[src/rtl/wall_pkg.sv]
// Shared types for the wall fleet controller: per-wall state codes, draw job kinds,
// and an index-width helper.
package wall_pkg;

  typedef enum logic [3:0] {
    W_READY = 4'h5,
    W_MOVE  = 4'h6,
    W_STOP  = 4'h7,
    W_DRAW  = 4'h8
  } wall_state_e;

  typedef enum logic [1:0] {
    K_PLACE = 2'd0,
    K_SHIFT = 2'd1,
    K_ERASE = 2'd2
  } draw_kind_e;

  // Width of an index over n items, never less than one bit.
  function automatic int id_width(input int n);
    return (n <= 1) ? 1 : $clog2(n);
  endfunction

endpackage

[src/rtl/wall_rr_arbiter.sv]
// Round-robin grant over N requesters with a registered priority pointer.
// The pointer parks on a stalled winner so the granted job stays put until accepted.
module wall_rr_arbiter #(
  parameter int N    = 4,
  parameter int ID_W = 2
) (
  input  logic            clk,
  input  logic            resetn,
  input  logic [N-1:0]    req_i,
  input  logic            xfer_i,
  output logic            valid_o,
  output logic [ID_W-1:0] grant_o
);

  logic [ID_W-1:0] ptr_q, ptr_d;
  logic [ID_W-1:0] idx;

  // NOTE: every variable gets a default before the search loop so no latch is inferred.
  always_comb begin
    valid_o = 1'b0;
    grant_o = ptr_q;
    idx     = '0;
    for (int k = 0; k < N; k++) begin
      idx = ID_W'((int'(ptr_q) + k) % N);
      if (!valid_o && req_i[idx]) begin
        valid_o = 1'b1;
        grant_o = idx;
      end
    end
  end

  always_comb begin
    ptr_d = ptr_q;
    if (valid_o) begin
      if (!xfer_i)                   ptr_d = grant_o;
      else if (int'(grant_o) == N-1) ptr_d = '0;
      else                           ptr_d = grant_o + 1'b1;
    end
  end

  // NOTE: state registers use non-blocking assignments so all flops update together.
  always_ff @(posedge clk) begin
    if (!resetn) ptr_q <= '0;
    else         ptr_q <= ptr_d;
  end

endmodule

[src/rtl/wall_fleet_ctrl.sv]
// Fleet of scrolling walls sharing one draw engine. Define WALL_WRAP_EN to wrap walls
// back to X_START at the end of track; otherwise they are erased and retired.
module wall_fleet_ctrl
  import wall_pkg::*;
#(
  parameter int N_WALLS  = 4,
  parameter int X_W      = 8,
  parameter int X_START  = 159,
  parameter int X_END    = 0,
  parameter int STEP     = 1,
  parameter int MOVE_DIV = 2
) (
  input  logic                          clk,
  input  logic                          resetn,
  input  logic                          frame_tick,
  input  logic                          launch,
  output logic                          launch_ack,
  input  logic [N_WALLS-1:0]            touched,
  output logic                          draw_valid,
  input  logic                          draw_ready,
  output logic [id_width(N_WALLS)-1:0]  draw_id,
  output logic [1:0]                    draw_kind,
  output logic [X_W-1:0]                draw_x,
  output logic [X_W-1:0]                draw_prev_x,
  output logic [4*N_WALLS-1:0]          wall_state,
  output logic [X_W*N_WALLS-1:0]        wall_x,
  output logic                          any_stopped
);

  localparam int              ID_W      = id_width(N_WALLS);
  localparam int              DIV_W     = id_width(MOVE_DIV);
  localparam logic [X_W-1:0]  X_START_C = X_W'(X_START);
  localparam logic [X_W-1:0]  STEP_C    = X_W'(STEP);
  localparam logic [X_W:0]    END_LIM   = (X_W+1)'(X_END + STEP);

  logic [DIV_W-1:0]   div_q, div_d;
  logic               move_pulse;
  logic               launch_ack_q;
  logic               xfer, found;
  logic [ID_W-1:0]    grant;
  logic [N_WALLS-1:0] ready_vec, stop_vec, req_vec, launch_sel;
  draw_kind_e         kind_w  [N_WALLS];
  logic [X_W-1:0]     jx_w    [N_WALLS];
  logic [X_W-1:0]     jp_w    [N_WALLS];

  always_comb begin
    move_pulse = frame_tick && (div_q == DIV_W'(MOVE_DIV - 1));
    div_d      = div_q;
    if (frame_tick) div_d = move_pulse ? '0 : div_q + 1'b1;
  end

  always_comb begin
    launch_sel = '0;
    found      = 1'b0;
    for (int i = 0; i < N_WALLS; i++) begin
      if (launch && ready_vec[i] && !found) begin
        launch_sel[i] = 1'b1;
        found         = 1'b1;
      end
    end
  end

  always_ff @(posedge clk) begin
    if (!resetn) begin
      div_q        <= '0;
      launch_ack_q <= 1'b0;
    end else begin
      div_q        <= div_d;
      launch_ack_q <= launch && (|ready_vec);
    end
  end

  wall_rr_arbiter #(.N(N_WALLS), .ID_W(ID_W)) u_arb (
    .clk     (clk),
    .resetn  (resetn),
    .req_i   (req_vec),
    .xfer_i  (xfer),
    .valid_o (draw_valid),
    .grant_o (grant)
  );

  assign xfer        = draw_valid && draw_ready;
  assign launch_ack  = launch_ack_q;
  assign any_stopped = |stop_vec;
  assign draw_id     = grant;
  assign draw_kind   = kind_w[grant];
  assign draw_x      = jx_w[grant];
  assign draw_prev_x = jp_w[grant];

  for (genvar i = 0; i < N_WALLS; i++) begin : g_wall
    wall_state_e    state_q, state_d, ret_q, ret_d;
    draw_kind_e     kind_q, kind_d;
    logic [X_W-1:0] x_q, x_d, jx_q, jx_d, jp_q, jp_d;
    logic           pend_q, pend_d, mv_q, mv_d, tp_q, tp_d;
    logic           own_xfer;

    assign own_xfer = xfer && (grant == ID_W'(i));

    always_comb begin
      state_d = state_q;
      ret_d   = ret_q;
      kind_d  = kind_q;
      x_d     = x_q;
      jx_d    = jx_q;
      jp_d    = jp_q;
      pend_d  = pend_q;
      mv_d    = mv_q;
      tp_d    = tp_q;
      case (state_q)
        W_READY: if (launch_sel[i]) begin
          x_d     = X_START_C;
          kind_d  = K_PLACE;
          jx_d    = X_START_C;
          jp_d    = X_START_C;
          pend_d  = 1'b1;
          mv_d    = 1'b0;
          tp_d    = 1'b0;
          ret_d   = W_MOVE;
          state_d = W_DRAW;
        end
        W_MOVE: begin
          if (touched[i] || tp_q) begin
            kind_d  = K_ERASE;
            jx_d    = x_q;
            jp_d    = x_q;
            pend_d  = 1'b1;
            ret_d   = W_STOP;
            state_d = W_DRAW;
          end else if (mv_q || move_pulse) begin
            mv_d    = 1'b0;
            pend_d  = 1'b1;
            state_d = W_DRAW;
            if ({1'b0, x_q} < END_LIM) begin
`ifdef WALL_WRAP_EN
              kind_d = K_SHIFT;
              x_d    = X_START_C;
              jx_d   = X_START_C;
              jp_d   = x_q;
              ret_d  = W_MOVE;
`else
              kind_d = K_ERASE;
              jx_d   = x_q;
              jp_d   = x_q;
              ret_d  = W_READY;
`endif
            end else begin
              kind_d = K_SHIFT;
              x_d    = x_q - STEP_C;
              jx_d   = x_q - STEP_C;
              jp_d   = x_q;
              ret_d  = W_MOVE;
            end
          end
        end
        W_DRAW: begin
          // Pulses and touches seen while drawing are held for the next MOVE cycle.
          mv_d = mv_q || move_pulse;
          tp_d = tp_q || touched[i];
          if (own_xfer) begin
            pend_d  = 1'b0;
            state_d = ret_q;
          end
        end
        W_STOP: begin
          mv_d    = 1'b0;
          tp_d    = 1'b0;
          state_d = W_READY;
        end
        default: state_d = W_READY;
      endcase
    end

    always_ff @(posedge clk) begin
      if (!resetn) begin
        state_q <= W_READY;
        ret_q   <= W_READY;
        kind_q  <= K_PLACE;
        x_q     <= X_START_C;
        jx_q    <= X_START_C;
        jp_q    <= X_START_C;
        pend_q  <= 1'b0;
        mv_q    <= 1'b0;
        tp_q    <= 1'b0;
      end else begin
        state_q <= state_d;
        ret_q   <= ret_d;
        kind_q  <= kind_d;
        x_q     <= x_d;
        jx_q    <= jx_d;
        jp_q    <= jp_d;
        pend_q  <= pend_d;
        mv_q    <= mv_d;
        tp_q    <= tp_d;
      end
    end

    assign wall_state[4*i +: 4]   = state_q;
    assign wall_x[X_W*i +: X_W]   = x_q;
    assign ready_vec[i]           = (state_q == W_READY);
    assign stop_vec[i]            = (state_q == W_STOP);
    assign req_vec[i]             = pend_q;
    assign kind_w[i]              = kind_q;
    assign jx_w[i]                = jx_q;
    assign jp_w[i]                = jp_q;
  end

endmodule

[config.mk]
export PLATFORM = sky130hd
export DESIGN_NAME = wall_fleet_ctrl
export DESIGN_NICKNAME = d
export VERILOG_FILES = /design/src/rtl/wall_pkg.sv /design/src/rtl/wall_rr_arbiter.sv /design/src/rtl/wall_fleet_ctrl.sv
export SDC_FILE = /design/constraint.sdc
export NUM_CORES = 1
export LEC_CHECK = 0
export CAP_MARGIN = 0
export CORE_MARGIN = 8
export CORE_UTILIZATION = 45
export CTS_CLUSTER_DIAMETER = 150
export DETAILED_ROUTE_END_ITERATION = 8
export PLACE_DENSITY = 0.66
export SLEW_MARGIN = 20
export SYNTH_ARGS = -nofsm -noshare
export SYNTH_HDL_FRONTEND = slang
export SYNTH_HIERARCHICAL = 1
export SYNTH_SLANG_ARGS = --single-unit
[constraint.sdc]
create_clock -name clk -period 4.74 [get_ports clk]
set_clock_uncertainty 0.1 [all_clocks]
set_input_delay 0.948 -clock clk [delete_from_list [all_inputs] [get_ports clk]]
set_output_delay 0.948 -clock clk [all_outputs]
set_load 0.005 [all_outputs]
After elaboration in Yosys (flattened, before gate mapping)

Cells that the tools add are included.

Register bits: 152
Output and inout port bits: 71
Word-level logic and storage cells: 345
Input bits: 9

Multiplexer cells: 173
Bitwise operators: 1
$lt $le $gt $ge: 9
Reductions and logical operators: 74
$add $sub $neg: 9
Equality and inequality tests: 40

Operators with widths:

| operator                                                                     | count |
|---|---|
| 8-bit 2-to-1 mux                                                             | 32 |
| 8-bit case mux with 2 select lines                                           | 12 |
| 4-bit 2-to-1 mux                                                             | 28 |
| 2-bit 2-to-1 mux                                                             | 27 |
| 4-bit by 3-bit equality test with 1-bit output, second input constant        | 12 |
| 4-bit case mux with 3 select lines                                           | 4 |
| 4-bit AND reduction                                                          | 12 |
| 1-bit 2-to-1 mux                                                             | 43 |
| 8-bit binary-select mux with 2-bit select                                    | 2 |
| 8-bit by 1-bit less-than comparator with 1-bit output, second input constant | 4 |
| 4-bit case mux with 2 select lines                                           | 4 |
| 8-bit by 1-bit subtractor with 8-bit output, second input constant           | 4 |
| 2-bit != test, second input constant                                         | 12 |
| 1-bit case mux with 3 select lines                                           | 8 |
| 3-bit AND reduction                                                          | 8 |
| 3-bit nonzero test                                                           | 8 |
| 1-bit logical AND                                                            | 17 |
| 4-bit equality test, second input constant                                   | 4 |
| 1-bit case mux with 4 select lines                                           | 4 |
| 2-bit case mux with 2 select lines                                           | 4 |
| 4-bit nonzero test                                                           | 4 |
| 2-bit by 3-bit less-than comparator with 1-bit output, second input constant | 4 |
| 3-bit != test, second input constant                                         | 4 |
| 1-bit binary-select mux with 2-bit select                                    | 4 |
| other kinds (15)                                                             | 41 |

Longest topological paths before layout

Depth in word-level cells: 16
Depth in mapped cells: 8
Mapped depth without buffers: 7

Cells and area by module

Netlist, hierarchy kept.

Modules (own cells, without submodules):

| module          | instances | cells each | seq. area each (um2) | area an instance (um2) |
|---|---|---|---|---|
| wall_fleet_ctrl | 1         | 806        | 2842.7               | 7395.8 |
| wall_rr_arbiter | 1         | 29         | 40.0                 | 215.2 |

Worst setup path before layout

Ideal clock, no wire load.

Path type: reg-to-output
From: reg g_wall[3].pend_q
To: out draw_prev_x[0]
Cell stages (with the launch flop): 7
Arrival time: 2130 ps
Slack: 1562 ps
Required time: 3692 ps
Buffers on the path: 2
Cells stage by stage: dfxtp_1 and3b_1 or4_1 nand2_1 buf_2 buf_1 mux4_2

Longest elaborated chain between the ends: 16

Ends and longest elaborated chain:

| element                                                  | RTL line               | source |
|---|---|---|
| start: declaration                                       | wall_fleet_ctrl.sv:94  | `logic pend_q, pend_d, mv_q, mv_d, tp_q, tp_d;` |
| start signal: assignment                                 | wall_fleet_ctrl.sv:191 | `pend_q <= pend_d;` |
| 1-bit binary-select mux with 2-bit select                | wall_rr_arbiter.sv:25  | `if (!valid_o && req_i[idx]) begin` |
| 1-bit 2-to-1 mux (not written as such)                   | wall_rr_arbiter.sv:25  |  |
| 1-bit 2-to-1 mux                                         | wall_rr_arbiter.sv:25  |  |
| 1-bit logical NOT                                        | wall_rr_arbiter.sv:25  |  |
| 1-bit logical AND                                        | wall_rr_arbiter.sv:25  |  |
| 1-bit 2-to-1 mux                                         | wall_rr_arbiter.sv:25  |  |
| 1-bit logical NOT                                        | wall_rr_arbiter.sv:25  |  |
| 1-bit logical AND                                        | wall_rr_arbiter.sv:25  |  |
| 1-bit 2-to-1 mux                                         | wall_rr_arbiter.sv:25  |  |
| 1-bit logical NOT                                        | wall_rr_arbiter.sv:25  |  |
| 1-bit logical AND                                        | wall_rr_arbiter.sv:25  |  |
| 2-bit 2-to-1 mux *                                       | wall_rr_arbiter.sv:25  |  |
| via draw_id[1]                                           | wall_fleet_ctrl.sv:21  | `output logic [id_width(N_WALLS)-1:0] draw_id,` |
| 2-bit inverter with 3-bit output (not written as such) * | wall_fleet_ctrl.sv:88  | `assign draw_prev_x = jp_w[grant];` |
| 8-bit binary-select mux with 2-bit select *              | wall_fleet_ctrl.sv:88  |  |
| 8-bit 2-to-1 mux (not written as such) * (2 in series)   | wall_fleet_ctrl.sv:88  |  |
| end: declaration                                         | wall_fleet_ctrl.sv:24  | `output logic [X_W-1:0] draw_prev_x,` |

The timed path passes the listed nets; every way through them passes the cells marked *. The select of a mux whose other input is x is not followed.

Worst setup path after layout

From: reg g_wall[3].pend_q
To: out draw_x[1]

Longest elaborated chain between the ends: 16

Ends and longest elaborated chain:

| element                                                  | RTL line              | source |
|---|---|---|
| 1-bit binary-select mux with 2-bit select                | wall_rr_arbiter.sv:25 |  |
| 1-bit 2-to-1 mux (not written as such)                   | wall_rr_arbiter.sv:25 |  |
| 1-bit 2-to-1 mux                                         | wall_rr_arbiter.sv:25 |  |
| 1-bit logical NOT                                        | wall_rr_arbiter.sv:25 |  |
| 1-bit logical AND                                        | wall_rr_arbiter.sv:25 |  |
| 1-bit 2-to-1 mux                                         | wall_rr_arbiter.sv:25 |  |
| 1-bit logical NOT                                        | wall_rr_arbiter.sv:25 |  |
| 1-bit logical AND                                        | wall_rr_arbiter.sv:25 |  |
| 1-bit 2-to-1 mux                                         | wall_rr_arbiter.sv:25 |  |
| 1-bit logical NOT                                        | wall_rr_arbiter.sv:25 |  |
| 1-bit logical AND                                        | wall_rr_arbiter.sv:25 |  |
| 2-bit 2-to-1 mux *                                       | wall_rr_arbiter.sv:25 |  |
| 2-bit inverter with 3-bit output (not written as such) * | wall_fleet_ctrl.sv:87 | `assign draw_x = jx_w[grant];` |
| 8-bit binary-select mux with 2-bit select *              | wall_fleet_ctrl.sv:87 |  |
| 8-bit 2-to-1 mux (not written as such) * (2 in series)   | wall_fleet_ctrl.sv:87 |  |
| end: declaration                                         | wall_fleet_ctrl.sv:23 | `output logic [X_W-1:0] draw_x,` |

Every way passes the cells marked *; elsewhere a longest branch is shown, timed or not. The select of a mux whose other input is x is not followed.

==> impl_results.html <==
<table>
<tr><th>Metric</th><th>Value</th></tr>
<tr><th colspan="2">Yosys</th></tr>
<tr><td>Number of synthesized register bits</td><td>144</td></tr>
<tr><td>Count of flip-flops with a built-in enable after synthesis</td><td>0</td></tr>
<tr><td>Largest cells by area after synthesis</td><td>sky130_fd_sc_hd__dfxtp_1 (38%), sky130_fd_sc_hd__mux4_2 (5.3%), sky130_fd_sc_hd__a21oi_1 (3.0%)</td></tr>
<tr><td>Library cell occupying the most area in the post-synthesis netlist</td><td>sky130_fd_sc_hd__dfxtp_1</td></tr>
<tr><td>Cells after synthesis</td><td>835</td></tr>
<tr><td>Fraction of synthesized cell area taken by the top area cell type</td><td>37.9%</td></tr>
<tr><td>Average cell area after synthesis</td><td>9.12 sq um</td></tr>
<tr><td>Distinct cells, synth</td><td>98</td></tr>
<tr><td>Yosys warnings</td><td>6</td></tr>
<tr><td>Net count after synthesis</td><td>849</td></tr>
<tr><td>Sequential cell area fraction in the yosys report</td><td>37.9%</td></tr>
<tr><td>FFs w/ async S/R, synth</td><td>0%</td></tr>
<tr><td>Cell area after technology mapping</td><td>7610 sq um</td></tr>
<tr><td>Top FF cell, synth</td><td>sky130_fd_sc_hd__dfxtp_1</td></tr>
<tr><th colspan="2">Setup path</th></tr>
<tr><td>Critical path peak fanout</td><td>15</td></tr>
<tr><td>Startpoint-to-endpoint class of the critical path</td><td>flip-flop to output port</td></tr>
<tr><td>Critical register-to-register path startpoint</td><td>g_wall[3].pend_q</td></tr>
<tr><td>Category of the worst setup path capture point</td><td>output port</td></tr>
<tr><td>Arr. time, crit path</td><td>3.18 ns</td></tr>
<tr><td>Reg2reg path depth</td><td>7</td></tr>
<tr><td>Setup slack on the worst flop-to-flop path</td><td>1.94 ns</td></tr>
<tr><td>Reg-to-reg endpoint</td><td>g_wall[3].state_q[1]</td></tr>
<tr><td>CP Data Required Time</td><td>3.69 ns</td></tr>
<tr><td>Startpoint type of the worst setup path</td><td>flip-flop</td></tr>
<tr><th colspan="2">Placed design</th></tr>
<tr><td>Pre-CTS setup slack</td><td>0.975 ns</td></tr>
<tr><td>Detailed Place HPWL</td><td>18400 um</td></tr>
<tr><td>Number of cells after detailed placement</td><td>1092</td></tr>
<tr><td>Port-buffer cells</td><td>79</td></tr>
<tr><td>Final estimated routing congestion in global placement</td><td>0.963</td></tr>
<tr><th colspan="2">GRT</th></tr>
<tr><td>Total track usage</td><td>23.4%</td></tr>
<tr><td>Global-route wire length before repair</td><td>39900 um</td></tr>
<tr><td>Largest net degree at the start of global routing</td><td>35</td></tr>
<tr><td>Via count of the first global-routing pass</td><td>6698</td></tr>
<tr><td>Grt total ovfl</td><td>0</td></tr>
<tr><td>Antenna violations before repair</td><td>0</td></tr>
<tr><th colspan="2">Finish</th></tr>
<tr><td>Proportion of layout cells with a drive suffix above 1</td><td>12.7%</td></tr>
<tr><td>Seq. cell area</td><td>2880 sq um</td></tr>
<tr><td>Commonest cells after routing, fill and taps aside</td><td>sky130_fd_sc_hd__dfxtp_1 (144), sky130_fd_sc_hd__clkdlybuf4s50_1 (78), sky130_fd_sc_hd__nand2_1 (59)</td></tr>
<tr><td>Post-synthesis to final-layout area growth</td><td>19.3%</td></tr>
<tr><td>Ant diodes</td><td>0</td></tr>
<tr><td>Final core utilization</td><td>54.7%</td></tr>
<tr><td># nets final</td><td>905</td></tr>
<tr><td>Most frequent standard cell in the layout excluding fill and tap cells</td><td>sky130_fd_sc_hd__dfxtp_1</td></tr>
<tr><td>Number of cells in the finished layout apart from fillers</td><td>1122</td></tr>
<tr><td>Fill count</td><td>1543</td></tr>
<tr><td>Combined area of the multi-input logic cells</td><td>4300 sq um</td></tr>
<tr><th colspan="2">Power and ir drop</th></tr>
<tr><td>Peak VDD IR</td><td>0.000321 V</td></tr>
<tr><td>Cell Pwr Density</td><td>393 nW/um^2</td></tr>
<tr><td>Overall power of the completed layout</td><td>0.00357 W</td></tr>
<tr><td>Leakage power total</td><td>3.10 nW</td></tr>
<tr><th colspan="2">Timing</th></tr>
<tr><td>TNS Setup</td><td>0 ns</td></tr>
<tr><td>Post-route minimum period</td><td>4.23 ns</td></tr>
<tr><td>Tightest Pin Transition</td><td>0.939 ns</td></tr>
<tr><td>Peak clock frequency supported by timing</td><td>0.236 GHz</td></tr>
<tr><td>Period utilization</td><td>89.2%</td></tr>
<tr><td>Final-report max-slew violation count</td><td>0</td></tr>
<tr><td>Final hold violations</td><td>0</td></tr>
<tr><td>Post-route setup slack</td><td>0.512 ns</td></tr>
<tr><td>RSZ-0062 raised after global routing</td><td>false</td></tr>
<tr><td>Max_slew headroom</td><td>36.5%</td></tr>
<tr><td>Setup-violating endpoint count in the final report</td><td>0</td></tr>
<tr><th colspan="2">Hold path</th></tr>
<tr><td>Hold Path Depth</td><td>2</td></tr>
<tr><td>Hold WC Path Type</td><td>flip-flop to flip-flop</td></tr>
<tr><td>Hold path startpoint</td><td>g_wall[0].kind_q[0]</td></tr>
<tr><td>Worst hold endpoint</td><td>g_wall[0].kind_q[0]</td></tr>
<tr><th colspan="2">Die</th></tr>
<tr><td>Overall die width</td><td>146 um</td></tr>
<tr><td>Core area</td><td>16600 sq um</td></tr>
<tr><td>Effective utilization at floorplan</td><td>45.9%</td></tr>
<tr><td>Number of ports placed on the die boundary</td><td>80</td></tr>
<tr><td>Die outline area</td><td>21300 sq um</td></tr>
<tr><td>Die boundary height</td><td>146 um</td></tr>
<tr><td>Number of standard-cell rows in the floorplan</td><td>47</td></tr>
<tr><th colspan="2">Run</th></tr>
<tr><td>Max-cap violations</td><td>0</td></tr>
<tr><th colspan="2">Clocking</th></tr>
<tr><td>Sinks on Clock Net</td><td>144</td></tr>
<tr><td>Clock tree from TritonCTS</td><td>built</td></tr>
<tr><td>Maximum clock insertion buffer count</td><td>2</td></tr>
<tr><td>Clk slew on worst S/H paths</td><td>0.06 ns</td></tr>
<tr><td>Gates resized, CTS repair</td><td>0</td></tr>
<tr><td>Number of levels in the clock H-tree</td><td>4</td></tr>
<tr><td>Buffer cell driving the clock tree root</td><td>sky130_fd_sc_hd__clkbuf_16</td></tr>
<tr><td>Post-CTS setup buffer count</td><td>0</td></tr>
<tr><td>Insertion delay to the later sink of the worst-skew pair</td><td>0.43 ns</td></tr>
<tr><td>Number of buffers inserted by hold repair at cts</td><td>0</td></tr>
<tr><td>TritonCTS buffer count</td><td>17</td></tr>
<tr><th colspan="2">Routing</th></tr>
<tr><td>Wire length per cell after detailed routing</td><td>22.4 um</td></tr>
<tr><td>Top sig layer</td><td>met4</td></tr>
<tr><td>DR DRC count</td><td>0</td></tr>
<tr><td>Number of DRC markers in iteration 0</td><td>915</td></tr>
<tr><td>Routed wl met2</td><td>11300 um</td></tr>
<tr><td>Remaining number of nets flagged by the antenna check after routing</td><td>0</td></tr>
<tr><td>Met1 WL</td><td>11200 um</td></tr>
<tr><td>DRT Pass-1 Iters</td><td>5</td></tr>
<tr><td>Total wire length after detailed routing</td><td>25100 um</td></tr>
<tr><td>Met3 Wirelength</td><td>2100 um</td></tr>
<tr><td>Via count of the routed design</td><td>7182</td></tr>
<tr><td>Per-cell via count in the routed design</td><td>6.40</td></tr>
<tr><th colspan="2">Status</th></tr>
<tr><td>Outcome</td><td>complete, no violations</td></tr>
</table>
-- power breakdown --
group          leakage [nW]  switching, W  total (W)  internal (W)
Clock                 0.290      0.000512    0.00134      0.000827
Sequential             1.17     0.0000805    0.00135       0.00127
Combinational          1.65      0.000523   0.000882      0.000359
-- worst max-delay path: stages, from the launching register on --
cell and delay, ns:
sky130_fd_sc_hd__dfxtp_1 0.45, sky130_fd_sc_hd__and3b_1 0.21, sky130_fd_sc_hd__or4_1 0.42, sky130_fd_sc_hd__nand2_1 0.59, sky130_fd_sc_hd__buf_4 0.29, sky130_fd_sc_hd__mux4_2 0.31
sky130_fd_sc_hd__clkdlybuf4s50_1 0.47
-- worst max-delay path by stage --
stage / slack (ns) / endpoint / depth (start not counted) / startpoint
final: 0.51 / draw_x[1] / 6 / g_wall[3].pend_q
after CTS: 0.52 / draw_x[1] / 6 / g_wall[3].pend_q
after floorplan: 1.56 / draw_prev_x[0] / 6 / g_wall[3].pend_q
after detailed placement: 0.98 / draw_x[1] / 6 / g_wall[3].pend_q
after global routing: 0.39 / draw_x[0] / 6 / g_wall[3].pend_q
after global placement: 1.04 / draw_prev_x[3] / 5 / g_wall[3].pend_q
-- layout make-up --
cell class / instances / area share, %
Clock buffer: 26 / 5.94
Clock inverter: 4 / 0.524
Inverter: 40 / 1.65
Multi-Input combinational cell: 596 / 47.4
Sequential cell: 144 / 31.8
Tap cell: 220 / 3.03
Timing Repair Buffer: 92 / 9.73
-- kinds of logic (layout without fill, tap and decap cells) --
kind of cell	Yosys count	in the layout	synth area share, %
multiplexers	32	32	7.36
XOR/XNOR	5	5	0.575
buffers and inverters	95	162	5.72
AND/OR/NAND/NOR	275	275	20.9
adder cells (fa/ha/maj)	5	5	0.822
AO/OA/AOI/OAI	279	279	26.8
flip-flops	144	144	37.9
-- flip-flops by register name (all words and copies together), names as in the netlist --
signal	count
g_wall.tp_q	4
g_wall.kind_q	8
g_wall.mv_q	4
g_wall.state_q	16
g_wall.jx_q	32
div_q	1
g_wall.jp_q	32
g_wall.x_q	32
g_wall.pend_q	4
u_arb/ptr_q	2
g_wall.ret_q	8
launch_ack	1
-- cells in the mapped netlist (7+ instances only) --
library cell                 n
sky130_fd_sc_hd__o22a_1     11
sky130_fd_sc_hd__and3_1      7
sky130_fd_sc_hd__o21ai_0    39
sky130_fd_sc_hd__a211oi_1   16
sky130_fd_sc_hd__nor3_1     19
sky130_fd_sc_hd__a21oi_1    46
sky130_fd_sc_hd__o221ai_1    8
sky130_fd_sc_hd__dfxtp_1   144
sky130_fd_sc_hd__buf_6       7
sky130_fd_sc_hd__mux4_2     18
sky130_fd_sc_hd__o211ai_1   19
sky130_fd_sc_hd__a31oi_1    18
sky130_fd_sc_hd__buf_2      14
sky130_fd_sc_hd__a21boi_0    7
sky130_fd_sc_hd__nor4b_1     7
sky130_fd_sc_hd__nand2_1    59
sky130_fd_sc_hd__nand2b_1    9
sky130_fd_sc_hd__clkbuf_1   27
sky130_fd_sc_hd__nand4_1    11
sky130_fd_sc_hd__nor2_1     57
sky130_fd_sc_hd__nand3_1    32
sky130_fd_sc_hd__inv_1      39
sky130_fd_sc_hd__o22ai_1    21
sky130_fd_sc_hd__mux2i_1    11
sky130_fd_sc_hd__nor2b_1    13
-- stage by stage --
stage	hold WS (ns)	instance area, sq um
floorplan	0.321	7610
global placement	0.343	8480
detailed placement	0.356	8480
CTS	0.364	9070
global route	0.389	9080
finish	0.366	9080
-- metal layers --
layer	GRT usage, %	up-vias
met1	32.1	3462
met4	7.99	0
met3	5.56	39
met2	35.2	362
met5	0	-
li1	-	3319
Power figures use the tool's default switching activity.
